<file path="src/rtl/fetch_unit.sv">
// Instruction fetch front end: owns the PC, issues word reads to a 1-cycle
// synchronous instruction memory and buffers {instr, pc} in a small FIFO.
module fetch_unit #(
    parameter logic [31:0] RESET_PC = 32'h0000_0000,
    parameter int unsigned DEPTH    = 4
) (
    input  logic        Clock,
    input  logic        Reset,
    input  logic        Redirect,
    input  logic [31:0] RedirectPC,
    output logic        ImemReq,
    output logic [31:0] ImemAddr,
    input  logic [31:0] ImemData,
    output logic        OutValid,
    input  logic        OutReady,
    output logic [31:0] OutInstr,
    output logic [31:0] OutPC,
    output logic [31:0] OutPCPlus4
);

    localparam int unsigned PW = (DEPTH > 1) ? $clog2(DEPTH) : 1;
    localparam int unsigned CW = PW + 1;

    logic [31:0]   fetch_pc;
    logic [31:0]   req_pc;
    logic          inflight;
    logic [PW-1:0] rd_ptr;
    logic [PW-1:0] wr_ptr;
    logic [CW-1:0] count;
    logic [31:0]   instr_mem [DEPTH];
    logic [31:0]   pc_mem    [DEPTH];

    logic          valid_c;
    logic          pop_c;
    logic          push_c;
    logic          issue_c;
    logic [CW:0]   occ_c;
    logic          unused_redirect_lsbs;

    assign unused_redirect_lsbs = &{1'b0, RedirectPC[1:0]};

    // Occupancy counts the in-flight word so a returning fetch always has room.
    assign valid_c = (count != '0) & ~Redirect;
    assign pop_c   = valid_c & OutReady;
    assign push_c  = inflight & ~Redirect;
    assign occ_c   = {1'b0, count} + (CW+1)'(inflight) - (CW+1)'(pop_c);
    assign issue_c = Reset & ~Redirect & (occ_c < (CW+1)'(DEPTH));

    assign ImemReq    = issue_c;
    assign ImemAddr   = fetch_pc;
    assign OutValid   = valid_c;
    assign OutInstr   = valid_c ? instr_mem[rd_ptr] : 32'h0;
    assign OutPC      = valid_c ? pc_mem[rd_ptr] : 32'h0;
    assign OutPCPlus4 = valid_c ? (pc_mem[rd_ptr] + 32'd4) : 32'h0;

    always_ff @(posedge Clock) begin
        if (!Reset) begin
            fetch_pc <= RESET_PC;
            req_pc   <= 32'h0;
            inflight <= 1'b0;
            rd_ptr   <= '0;
            wr_ptr   <= '0;
            count    <= '0;
            for (int unsigned i = 0; i < DEPTH; i++) begin
                instr_mem[i] <= 32'h0;
                pc_mem[i]    <= 32'h0;
            end
        end else if (Redirect) begin
            // Flush buffer and drop the word that returns this cycle.
            fetch_pc <= {RedirectPC[31:2], 2'b00};
            inflight <= 1'b0;
            rd_ptr   <= '0;
            wr_ptr   <= '0;
            count    <= '0;
        end else begin
            inflight <= issue_c;
            if (issue_c) begin
                fetch_pc <= fetch_pc + 32'd4;
                req_pc   <= fetch_pc;
            end
            if (push_c) begin
                instr_mem[wr_ptr] <= ImemData;
                pc_mem[wr_ptr]    <= req_pc;
                wr_ptr            <= wr_ptr + PW'(1);
            end
            if (pop_c) begin
                rd_ptr <= rd_ptr + PW'(1);
            end
            case ({push_c, pop_c})
                2'b10:   count <= count + CW'(1);
                2'b01:   count <= count - CW'(1);
                default: count <= count;
            endcase
        end
    end

endmodule

</file>
<file path="config.mk">
export PLATFORM = sky130hd
export DESIGN_NAME = fetch_unit
export DESIGN_NICKNAME = d
export VERILOG_FILES = /design/src/rtl/fetch_unit.sv
export SDC_FILE = /design/constraint.sdc
export NUM_CORES = 1
export LEC_CHECK = 0
export CORE_UTILIZATION = 50
export DETAILED_ROUTE_END_ITERATION = 16
export PLACE_DENSITY = 0.81
export SYNTH_ARGS = -nofsm -noshare
export SYNTH_HDL_FRONTEND = slang
export SYNTH_SLANG_ARGS = --single-unit
export TNS_END_PERCENT = 100
</file>
<file path="constraint.sdc">
create_clock -name Clock -period 18.8 [get_ports Clock]
set_input_delay 3.76 -clock Clock [delete_from_list [all_inputs] [get_ports Clock]]
set_output_delay 3.76 -clock Clock [all_outputs]
set_load 0.03 [all_outputs]
</file>
**After elaboration in Yosys (flattened, before gate mapping)**

Memory sizes are Yosys's and may differ from the RTL's. A register that Yosys moved wholly into a read port is not among the register bits.
Index checks and enable logic that the tools add are counted.

- Multiplexer cells: 21
- $lt $le $gt $ge: 1
- Equality and inequality tests: 2
- Bitwise operators: 7
- Reduce and logical (&&, ||, !) cells: 7
- Add/sub/neg operators: 8

Operators with widths:

| kind | count |
|---|---|
| 32-bit 2-to-1 mux | 7 |
| 32-bit by 3-bit adder with 32-bit output, second input constant | 2 |
| 32-bit OR reduction | 2 |
| 2-bit 2-to-1 mux | 6 |
| 1-bit 2-to-1 mux | 7 |
| 3-bit one-hot mux with 2 select lines | 1 |
| 1-bit bitwise AND | 5 |
| 2-bit by 1-bit adder with 2-bit output, second input constant | 2 |
| 3-bit by 1-bit adder with 4-bit output | 1 |
| 4-bit by 3-bit less-than comparator with 1-bit output, second input constant | 1 |
| 2-bit nonzero test | 2 |
| 4-bit by 1-bit subtractor with 4-bit output | 1 |
| 3-bit by 1-bit adder with 3-bit output, second input constant | 1 |
| 3-bit nonzero test | 1 |
| 3-bit by 1-bit subtractor with 3-bit output, second input constant | 1 |
| 2-bit by 1-bit equality test with 1-bit output, second input constant | 1 |
| 2-bit equality test, second input constant | 1 |
| 1-bit inverter | 2 |
| 2-bit AND reduction | 1 |
| 2-bit OR reduction | 1 |

- Output and inout port bits: 130
- Logic and storage cells: 55
- Memory bits (writable): 256
- Memories kept: 2
- Input bits: 68
- Flip-flop bits (word level): 72

Memory list:

| memory | words | width | rd ports | clocked after memory_dff | wr ports | line | text |
|---|---|---|---|---|---|---|---|
| instr_mem | 4 | 32 | 1 | 1 | 4 | 30 | `logic [31:0] instr_mem [DEPTH];` |
| pc_mem | 4 | 32 | 1 | 1 | 4 | 31 | `logic [31:0] pc_mem [DEPTH];` |

**Logic depth before layout (Yosys ltp)**

Gate-level depths: netlist (run 1).

- Depth after elaboration: 8
- Gate-level depth with buffers: 16
- Gate-level depth less buffers: 13

**Least setup slack after synthesis (run 1)**

OpenSTA, ideal clock, no wires.

- Path kind: in2out
- Start point: input port Redirect
- End point: output port ImemReq
- Stages on the path: 13
- Setup slack: 8.510 ns
- Buffers on the path: 3
- Required time: 15.040 ns
- Arrival: 6.530 ns
- Cell sequence: or2_2 > clkbuf_1 > inv_1 > and2_1 > ha_1 > inv_1 > ha_1 > and3b_1 > nor4_2 > o21ai_0 > clkbuf_1 > inv_1 > clkbuf_1

- Word-level cells in the longest chain between the ends: 6
- Elaborated cells between the ends (all ways): 7
- Those cells by class: 1 x add/sub; 1 x order compare; 5 x bitwise

RTL lines:

| element | line | text |
|---|---|---|
| start, declared | 9 | `input logic Redirect,` |
| 1-bit inverter (no source line) | - |  |
| 1-bit bitwise AND | 43 | `assign valid_c = (count != '0) & ~Redirect;` |
| 1-bit bitwise AND | 44 | `assign pop_c = valid_c & OutReady;` |
| named net pop_c | 34 | `logic pop_c;` |
| 4-bit by 1-bit subtractor with 4-bit output | 46 | `assign occ_c = {1'b0, count} + (CW+1)'(inflight) - (CW+1)'(pop_c);` |
| 4-bit by 3-bit less-than comparator with 1-bit output | 47 | `assign issue_c = Reset & ~Redirect & (occ_c < (CW+1)'(DEPTH));` |
| 1-bit bitwise AND | 47 |  |
| end, declared | 11 | `output logic ImemReq,` |

The timed path passes the listed nets, and every way through them passes these cells.

**Final worst setup path (run 1)**

Ends and elaborated chain as after synthesis.

==> results of run 1 <==
-- flip-flops by register name (all words and copies together), names as in the netlist, named ones only --
name and count:
pc_mem 120, instr_mem 128, inflight 1, count 3
ImemAddr 30, req_pc 30, wr_ptr 2, rd_ptr 2
-- path summary, 6_finish.rpt --
kind | endpoint | cells after the start
setup reg to reg | ImemAddr[31] | 12
setup / recovery | ImemReq | 13
hold / removal | req_pc[14] | 2
hold reg to reg | req_pc[14] | 2
-- kinds of logic (layout without fill, tap and decap cells) --
family / count (synthesis) / in the layout / synth area share
compound gates: 144 / 144 / 0.0618
xor+xnor: 38 / 38 / 0.0224
fa+ha+maj: 7 / 7 / 0.00640
buf+inv: 172 / 350 / 0.0504
flops: 318 / 318 / 0.596
mux: 70 / 70 / 0.101
other cells: 1 / 6 / 0.000252
simple gates: 519 / 519 / 0.162
-- layout make-up --
type | instances | share of cell area
Timing Repair Buffer | 204 | 0.110
Sequential cell | 318 | 0.489
Multi-Input combinational cell | 784 | 0.294
Clock inverter | 18 | 0.0103
Tap cell | 384 | 0.0265
Clock buffer | 43 | 0.0518
Inverter | 85 | 0.0176
-- power groups by stage --
| stage | clock (µW) | combinational (µW) | sequential [µW] |
|---|---|---|---|
| floorplan | 0 | 55.0 | 823 |
| global placement | 0 | 105 | 814 |
| detailed placement | 0 | 106 | 816 |
| CTS | 684 | 107 | 801 |
| global route | 709 | 114 | 804 |
| finish | 675 | 106 | 802 |
-- through the flow --
stage	total power, µW	instance area, µm²	setup WS (ns)	hold slack [ns]	std cells
3_5_place_dp	922	17000	6.80	0.462	1775
6_report	1580	18100	6.76	0.469	1836
4_1_cts	1590	18100	6.75	0.471	1836
2_1_floorplan	878	14900	8.51	0.444	1274
3_3_place_gp	919	17000	6.80	0.455	1775
5_1_grt	1630	18100	6.44	0.499	1836
-- metal layers --
metal	vias up	part of all wire
met5	-	0
met4	0	0.017
met3	50	0.10
met2	533	0.47
met1	4928	0.41
li1	4774	-
-- Yosys cell counts, drive strengths merged, types with 4 or more instances --
cell	count
a211oi	8
a21boi	31
a21oi	30
a31oi	7
and2	65
and3	4
buf	28
clkbuf	59
dfxtp	70
edfxtp	248
ha	6
inv	84
mux2	8
mux4	62
nand2	141
nand2b	6
nand3	17
nand4	12
nor2	220
nor2b	4
nor3	4
nor4	13
o2111ai	6
o21ai	40
o31ai	12
or2	4
or3	8
or4	14
xnor2	25
xor2	13
-- critical path: cells and delay by family --
kind / cells / cell delay (ns)
AOI/OAI and AO/OA: 1 / 0.09
adders and majority gates: 2 / 0.40
buffers and inverters: 6 / 2.69
and+or+nand+nor: 4 / 1.33
==> results.md, run 1 <==
* Clk pwr share at 0.427
* Row count at 62
* Share of post-route cells with drive strength above 1 at 0.0999
* Slowest library cell on the worst path: clkdlybuf4s50_1
* Die area at 0.0304 mm²
* Fin. Hold Viols at 0
* Met2 GRT Util at 0.368
* Startpoint Class: primary input
* Leak at between 0.006 and 0.007 µW
* Routing usage on met3 at 0.0527
* Detailed-placement wirelength estimate at roughly 20000 µm
* Clock transition at path regs at around 0.060 ns
* Setup slack, reg-to-reg at 14.59 ns
* Clock skew at 0.0207 ns
* Cell internal pwr at 1240 µW
* Initial antenna violation count at 0
* Number of flops mapped to enable cells by yosys at ~250
* Switching share of power at 0.218
* Arr. time, crit path at 8.28 ns
* Worst skew pair latency at 0.52 ns
* Filler cells at 2164
* Clock tree root buffer cell: clkbuf_16
* Die H at about 170 µm
* # diodes at 0
* Top FF cell, synth: edfxtp_1
* Worst setup path startpoint: Redirect
* CTS tree: yes
* Gr ovfl total at 0
* P per Cell Area at approximately 90 mW/mm²
* Mapped Area at between 0.01 and 0.015 mm²
* Resize count post-CTS at 0
* Synth Register Bits at 318
* Postcts setup bufs at 0
* Initial DRC count at roughly 1000
* Core area at 0.0289 mm²
* Io pins at 198
* Setup TNS at 0 ns
* Post-route ant nets at 0
* Multi-input gate area at 0.00532 mm²
* Worst Path Required at 15.04 ns
* Synth unique cells at 52
* Global Route Usage Sum at 0.228
* Nets at 1502
* Met1 GRT Util at 0.311
* Max stage delay on crit path at 0.84 ns
* Die width at between 150 and 200 µm
* Cell Chain, Critical Path: clkdlybuf4s50_1 -> or2_2 -> clkinv_1 -> and2_1 -> ha_1 -> inv_1 -> ha_1 -> and3b_1 -> nor4_2 -> buf_4 -> o21ai_2 -> inv_1 -> clkdlybuf4s50_1
* Sw power at 345 µW
* Most frequent cells in the layout: edfxtp_1, nor2_1, clkdlybuf4s50_1, nand2_1, inv_1
* Ys async rst share at 0
* Vias in the first global route at 10100
* Area grow syn2layout at 21.8%
* Worst-Margin Slew at 1.05 ns
* Average wire per cell in the routed design at 18.7 µm
* Rel. slew slack at 0.300
* Final WL at roughly 34000 µm
* Clock buffer depth at 3
* Final min period at around 12 ns
* Average size of a mapped cell at between 10 and 15 µm²
* Gate power share at 0.067
* Reg-to-reg critical path startpoint: count[2]
* FMAX at around 83 MHz
* Vias at 10300
* Sequential Power Share at 0.506
* Initial Util at 0.513
* Most used routing layer: met2
* Finished Core Util at 0.626
* Critical path class: primary input to primary output
* Worst vdd ir at 0.0000568 V
* Largest net degree at the start of global routing at 68
* Yosys top cell by area: edfxtp_1
* First-pass DRT Iterations at 5
* Clock sink total at approximately 320
* RSZ-0062 raised after global routing: false
* Max Slew Vio Count at 0
* Inserted Clock Buffers at 34
* H-tree depth at 2
* Storage element area at around 0.0089 mm²
* Crit. End Element: primary output
* Mapped Cells at 1269
* Outcome: finished clean
* Synth warn at 0
* Hold crit path type: register to register
* Leading cell type in the layout, fill and taps excluded: edfxtp_1
* # setup viols final at 0
* Max Fanout on Critical Path at 34
* Largest cells by area after synthesis: edfxtp_1, dfxtp_1, mux4_2, nor2_1, nand2_1
* Via density at between 5 and 6
* Max-cap violations at 0
* Hold-fix buffers, CTS at 0
* Global-route wire length before repair at 54100 µm
* Seq/Total Area, Yosys at 0.596
* Hold Startpoint: req_pc[14]
* Crit share post-route at 0.641
* Post-synth top area share at 0.501
* Port bufs at 189
* Routability cong. at 0.796
* DR DRC count at 0
No activity file was read; power rests on OpenSTA's default activity.
==> run 2: changes to the inputs <==
clock period = 12.4 ns   (was 18.8 ns; I/O delays follow)
==> run 2 against run 1 <==
Net effect: routed wire length shrank 1.4%; count of clock-buffer cells in the layout grew 5; critical path depth is the same; largest cell class unchanged.
==> results.md, run 2 (synthesized netlist as in run 1, its figures left out) <==
* Gr ovfl total at 0
* Final min period at 9.45 ns
* H-tree depth at 2
* WP buf/inv at 6
* RSZ-0062 raised after global routing: false
* Initial Util at 0.513
* DR DRC count at 0
* Hold crit path type: register to register
* Nets at 1502
* Outcome: finished clean
* Vias at 10300
* Detailed-placement wirelength estimate at a little over 20000 µm
* Port bufs at 189
* Largest net degree at the start of global routing at 68
* Worst vdd ir at 0.0000782 V
* FMAX at 106 MHz
* Max-cap violations at 0
* Vias in the first global route at ~10000
* Initial antenna violation count at 1
* Final WL at 33900 µm
* Core area at 0.0289 mm²
* Worst Path Required at slightly below 10 ns
* Worst-Margin Slew at 1.03 ns
* Hold Startpoint: req_pc[24]
* Leak at roughly 0.0065 µW
* Share of post-route cells with drive strength above 1 at 0.0986
* Row count at 62
* Critical path class: primary input to primary output
* Global Route Usage Sum at 0.227
* Hold depth at 2
* Startpoint Class: primary input
* Die width at between 150 and 200 µm
* Area grow syn2layout at 21.5%
* Initial DRC count at 860
* Arr. time, crit path at 6.97 ns
* Crit share post-route at 0.762
* Fin. Hold Viols at 0
* Max Fanout on Critical Path at 34
* R2R Path End: ImemAddr[31]
* Most frequent cells in the layout: edfxtp_1, nor2_1, clkdlybuf4s50_1, nand2_1, inv_1
* Die area at 0.0304 mm²
* Largest regs: instr_mem (128), pc_mem (120)
* DP Area at 0.0170 mm²
* Largest delay share family, worst path: buffers and inverters
* Average wire per cell in the routed design at 18.5 µm
* Hold Path Sink: req_pc[24]
* Worst skew pair latency at between 0.5 and 0.6 ns
* Clock sink total at 318
* Overall power at about 2400 µW
* Clock transition at path regs at around 0.050 ns
* Slowest library cell on the worst path: clkdlybuf4s50_1
* Max stage delay on crit path at 0.83 ns
* Via density at between 5 and 6
* Setup TNS at 0 ns
* Dpl ws at ~2.9 ns
* Post-route ant nets at 0
* Die H at between 150 and 200 µm
* Setup slack, reg-to-reg at 8.22 ns
* Final instance area at ~0.018 mm²
* Worst reg2reg path depth at 12
* Leading cell type in the layout, fill and taps excluded: edfxtp_1
* Hold-fix buffers, CTS at 0
* Resize count post-CTS at 0
* Routability cong. at approximately 0.8
* Crit. End Element: primary output
* Clock buffer depth at 3
* Final Worst Setup Slack at between 2 and 3 ns
* Clock skew at 0.0221 ns
* Clock tree root buffer cell: clkbuf_16
* Global-route wire length before repair at ~54000 µm
* Io pins at between 150 and 200
* First-pass DRT Iterations at 8
* Max FFs per register at 128
* Cell Chain, Critical Path: clkdlybuf4s50_1 -> or2_2 -> clkinv_1 -> and2_1 -> ha_1 -> inv_1 -> ha_1 -> and3b_1 -> nor4_2 -> buf_4 -> o21ai_2 -> inv_1 -> clkdlybuf4s50_1
* CTS tree: yes
* Inserted Clock Buffers at 34
* Biggest register: instr_mem
* Rel. slew slack at 0.311
* Max Slew Vio Count at 0
* # setup viols final at 0
* Postcts setup bufs at 0
* P per Cell Area at 130 mW/mm²
* Reg-to-reg critical path startpoint: count[2]
run 2: cell count changes in the layout (fill, tap and decap cells not counted):
cell / before / now
clkbuf_1: 5 / 8
clkinv_1: 8 / 5
clkbuf_2: 1 / 3
clkinv_2: 7 / 3
diode_2: 0 / 1
inv_6: 1 / 2
inv_8: 0 / 1
bufinv_16: 4 / 2
run 2: worst max path at each step:
stage | end | start | cells after the start
floorplan | instr_mem[0][0] | Redirect | 4
global placement | ImemReq | Redirect | 13
detailed placement | ImemReq | Redirect | 13
CTS | ImemReq | Redirect | 13
global route | ImemReq | Redirect | 13
finish | ImemReq | Redirect | 13
run 2: final cells by class:
cell class / instances / area (µm²)
well taps: 384 / 480
clock buffers: 48 / 960
inverters: 85 / 319
repair buffers: 204 / 2000
fillers: 2157 / 10900
flip-flops and latches: 318 / 8850
diodes: 1 / 2.50
multi-input cells: 784 / 5320
clock inverters: 11 / 115
run 2: stage by stage:
stage	std cells	hold WS (ns)	utilization
after floorplan	1274	0.444	-
after global placement	1775	0.457	0.587
after detailed placement	1775	0.466	0.587
after CTS	1834	0.475	0.624
after global routing	1834	0.495	0.624
final	1835	0.471	0.624
run 2: where the power goes:
| part | internal (µW) | switching, µW |
|---|---|---|
| sequential | 1190 | 23.5 |
| clock | 584 | 392 |
| combinational | 65.7 | 95.1 |
| total | 1840 | 511 |
run 2: worst min-delay path, delay by kind of cell (launching register included):
kind             cells  cell delay, ns
AND/OR/NAND/NOR      1            0.05
AO/OA/AOI/OAI        1            0.06
flip-flops           1            0.31
run 2: per-layer routing:
metal	wire length [µm]	track usage	vias to the layer above
li1	-	-	4782
met1	14100	0.310	4958
met2	16300	0.379	488
met3	3070	0.0409	37
met4	451	0.0486	0
met5	0	0	-
==> run 3: changes to the inputs <==
PLACE_DENSITY = 0.83   (was 0.81)
clock period = 7.97 ns   (was 12.4 ns; I/O delays follow)
==> run 3 against run 2 <==
Net effect: power increased by 53%; non-clock buffer count is 2 higher; via count is 0.21% higher; sequential share of layout area grew 0.11 points; sequential power up 56%; design area is 0.22% lower; count of clock-buffer cells in the layout down 7; final cell count about the same; critical path depth fell by 1; critical path type unchanged; highest routed layer unchanged.
==> results.md, run 3 (synthesized netlist as in run 1, its figures left out) <==
* Hold-fix buffers, CTS at 0
* R2R Path End: ImemAddr[31]
* Max Slew Vio Count at 0
* Largest regs: instr_mem (128), pc_mem (120)
* Startpoint Class: primary input
* FMAX at 152 MHz
* Clock sink total at between 300 and 400
* Die H at roughly 170 µm
* Placed insts at 1777
* RSZ-0062 raised after global routing: false
* Fin. Hold Viols at 0
* Biggest register: instr_mem
* Finished Core Util at 0.623
* Clock buffer depth at 3
* Worst skew pair latency at 0.58 ns
* Most frequent cells in the layout: edfxtp_1, nor2_1, clkdlybuf4s50_1, nand2_1, inv_1
* Setup TNS at 0 ns
* Crit share post-route at 0.827
* Leak at 0.00651 µW
* Worst-Margin Slew at 1.12 ns
* Routability cong. at around 0.8
* Initial Util at 0.513
* Nets at 1501
* Sequential Power Share at 0.525
* Max-cap violations at 0
* Die width at 174 µm
* Max Fanout on Critical Path at 34
* Outcome: finished clean
* DR DRC count at 0
* Vias in the first global route at 10000
* Critical path class: primary input to primary output
* Setup slack, reg-to-reg at 3.69 ns
* CTS tree: yes
* Max FFs per register at approximately 130
* Vias at between 10000 and 15000
* Largest net degree at the start of global routing at 68
* Core area at between 0.02 and 0.03 mm²
* Io pins at 198
* Port bufs at 189
* Initial antenna violation count at 0
* Clk pwr share at 0.406
* Detailed-placement wirelength estimate at 20800 µm
* Hold depth at 2
* Area grow syn2layout at 21.3%
* P per Cell Area at 200 mW/mm²
* Final WL at 34400 µm
* Via density at 5.61
* Share of post-route cells with drive strength above 1 at 0.101
* Reg-to-reg critical path startpoint: count[2]
* Post-route ant nets at 0
* First-pass DRT Iterations at 5
* Worst Hold Slack at 0.465 ns
* Clock tree root buffer cell: clkbuf_16
* Gr ovfl total at 0
* Crit. End Element: primary output
* Dpl ws at roughly 1.4 ns
* Clock transition at path regs at 0.06 ns
* # setup viols final at 0
* Worst Path Required at 6.38 ns
* Cell internal pwr at 2810 µW
* Leading cell type in the layout, fill and taps excluded: edfxtp_1
* Hold crit path type: register to register
* Arr. time, crit path at 4.99 ns
* Resize count post-CTS at 0
* Die area at 0.0304 mm²
* # diodes at 0
* Inserted Clock Buffers at 31
* Worst reg2reg path depth at 12
* Rel. slew slack at 0.248
* Global Route Usage Sum at 0.229
* Sw power at between 700 and 800 µW
* Global-route wire length before repair at 54500 µm
* Clock skew at 0.0335 ns
* Postcts setup bufs at 0
* Initial DRC count at 932
* Final Worst Setup Slack at 1.38 ns
* Post-Layout Cell Count at 1834
* Switching share of power at 0.221
* Worst vdd ir at 0.000162 V
* Row count at 62
* Hold Path Sink: req_pc[12]
* H-tree depth at 1
* Hold Startpoint: req_pc[12]
* Average wire per cell in the routed design at between 15 and 20 µm
* Gate power share at 0.070
* Final min period at 6.59 ns
[run 3: worst max path at each step]
stage / start / end / slack, ns
floorplan: Redirect / instr_mem[0][0] / 0.93
global placement: Redirect / ImemReq / 1.50
detailed placement: Redirect / ImemReq / 1.42
CTS: Redirect / ImemReq / 1.42
global route: Redirect / ImemReq / 1.15
finish: Redirect / ImemReq / 1.38
[run 3: per-layer routing]
metal	vias up	track usage	wire, µm
met2	514	0.376	16400
met4	0	0.0552	719
li1	4794	-	-
met1	4926	0.318	14100
met5	-	0	0
met3	53	0.0372	3060
[run 3: worst max-delay path: stages]
cell and delay [ns]:
clkdlybuf4s50_1 0.76, or2_2 0.68, clkinv_1 0.18, and2_1 0.25
ha_1 0.19, inv_1 0.06, ha_1 0.22, and3b_1 0.21
o21a_1 0.37, o21ai_2 0.21, inv_1 0.09, buf_4 0.17
[run 3: per-stage QoR]
stage / total power [µW] / instance area (µm²)
after floorplan: 2070 / 14900
after global placement: 2170 / 17000
after detailed placement: 2180 / 17000
after CTS: 3620 / 18000
after global routing: 3700 / 18000
final: 3600 / 18000
[run 3: power groups by stage]
stage / Sequential (µW) / Clock [µW] / Combinational, µW
floorplan: 1940 / 0 / 130
global placement: 1920 / 0 / 247
detailed placement: 1920 / 0 / 250
CTS: 1890 / 1480 / 252
global route: 1900 / 1540 / 270
finish: 1890 / 1460 / 251
[run 3: area by class of cell]
cell class	instances	area, µm²
multi-input combinational	784	5320
tap	384	480
timing repair buffer	206	2010
sequential	318	8850
clock inverter	16	170
inverter	85	319
clock buffer	41	855
fill	2181	10900
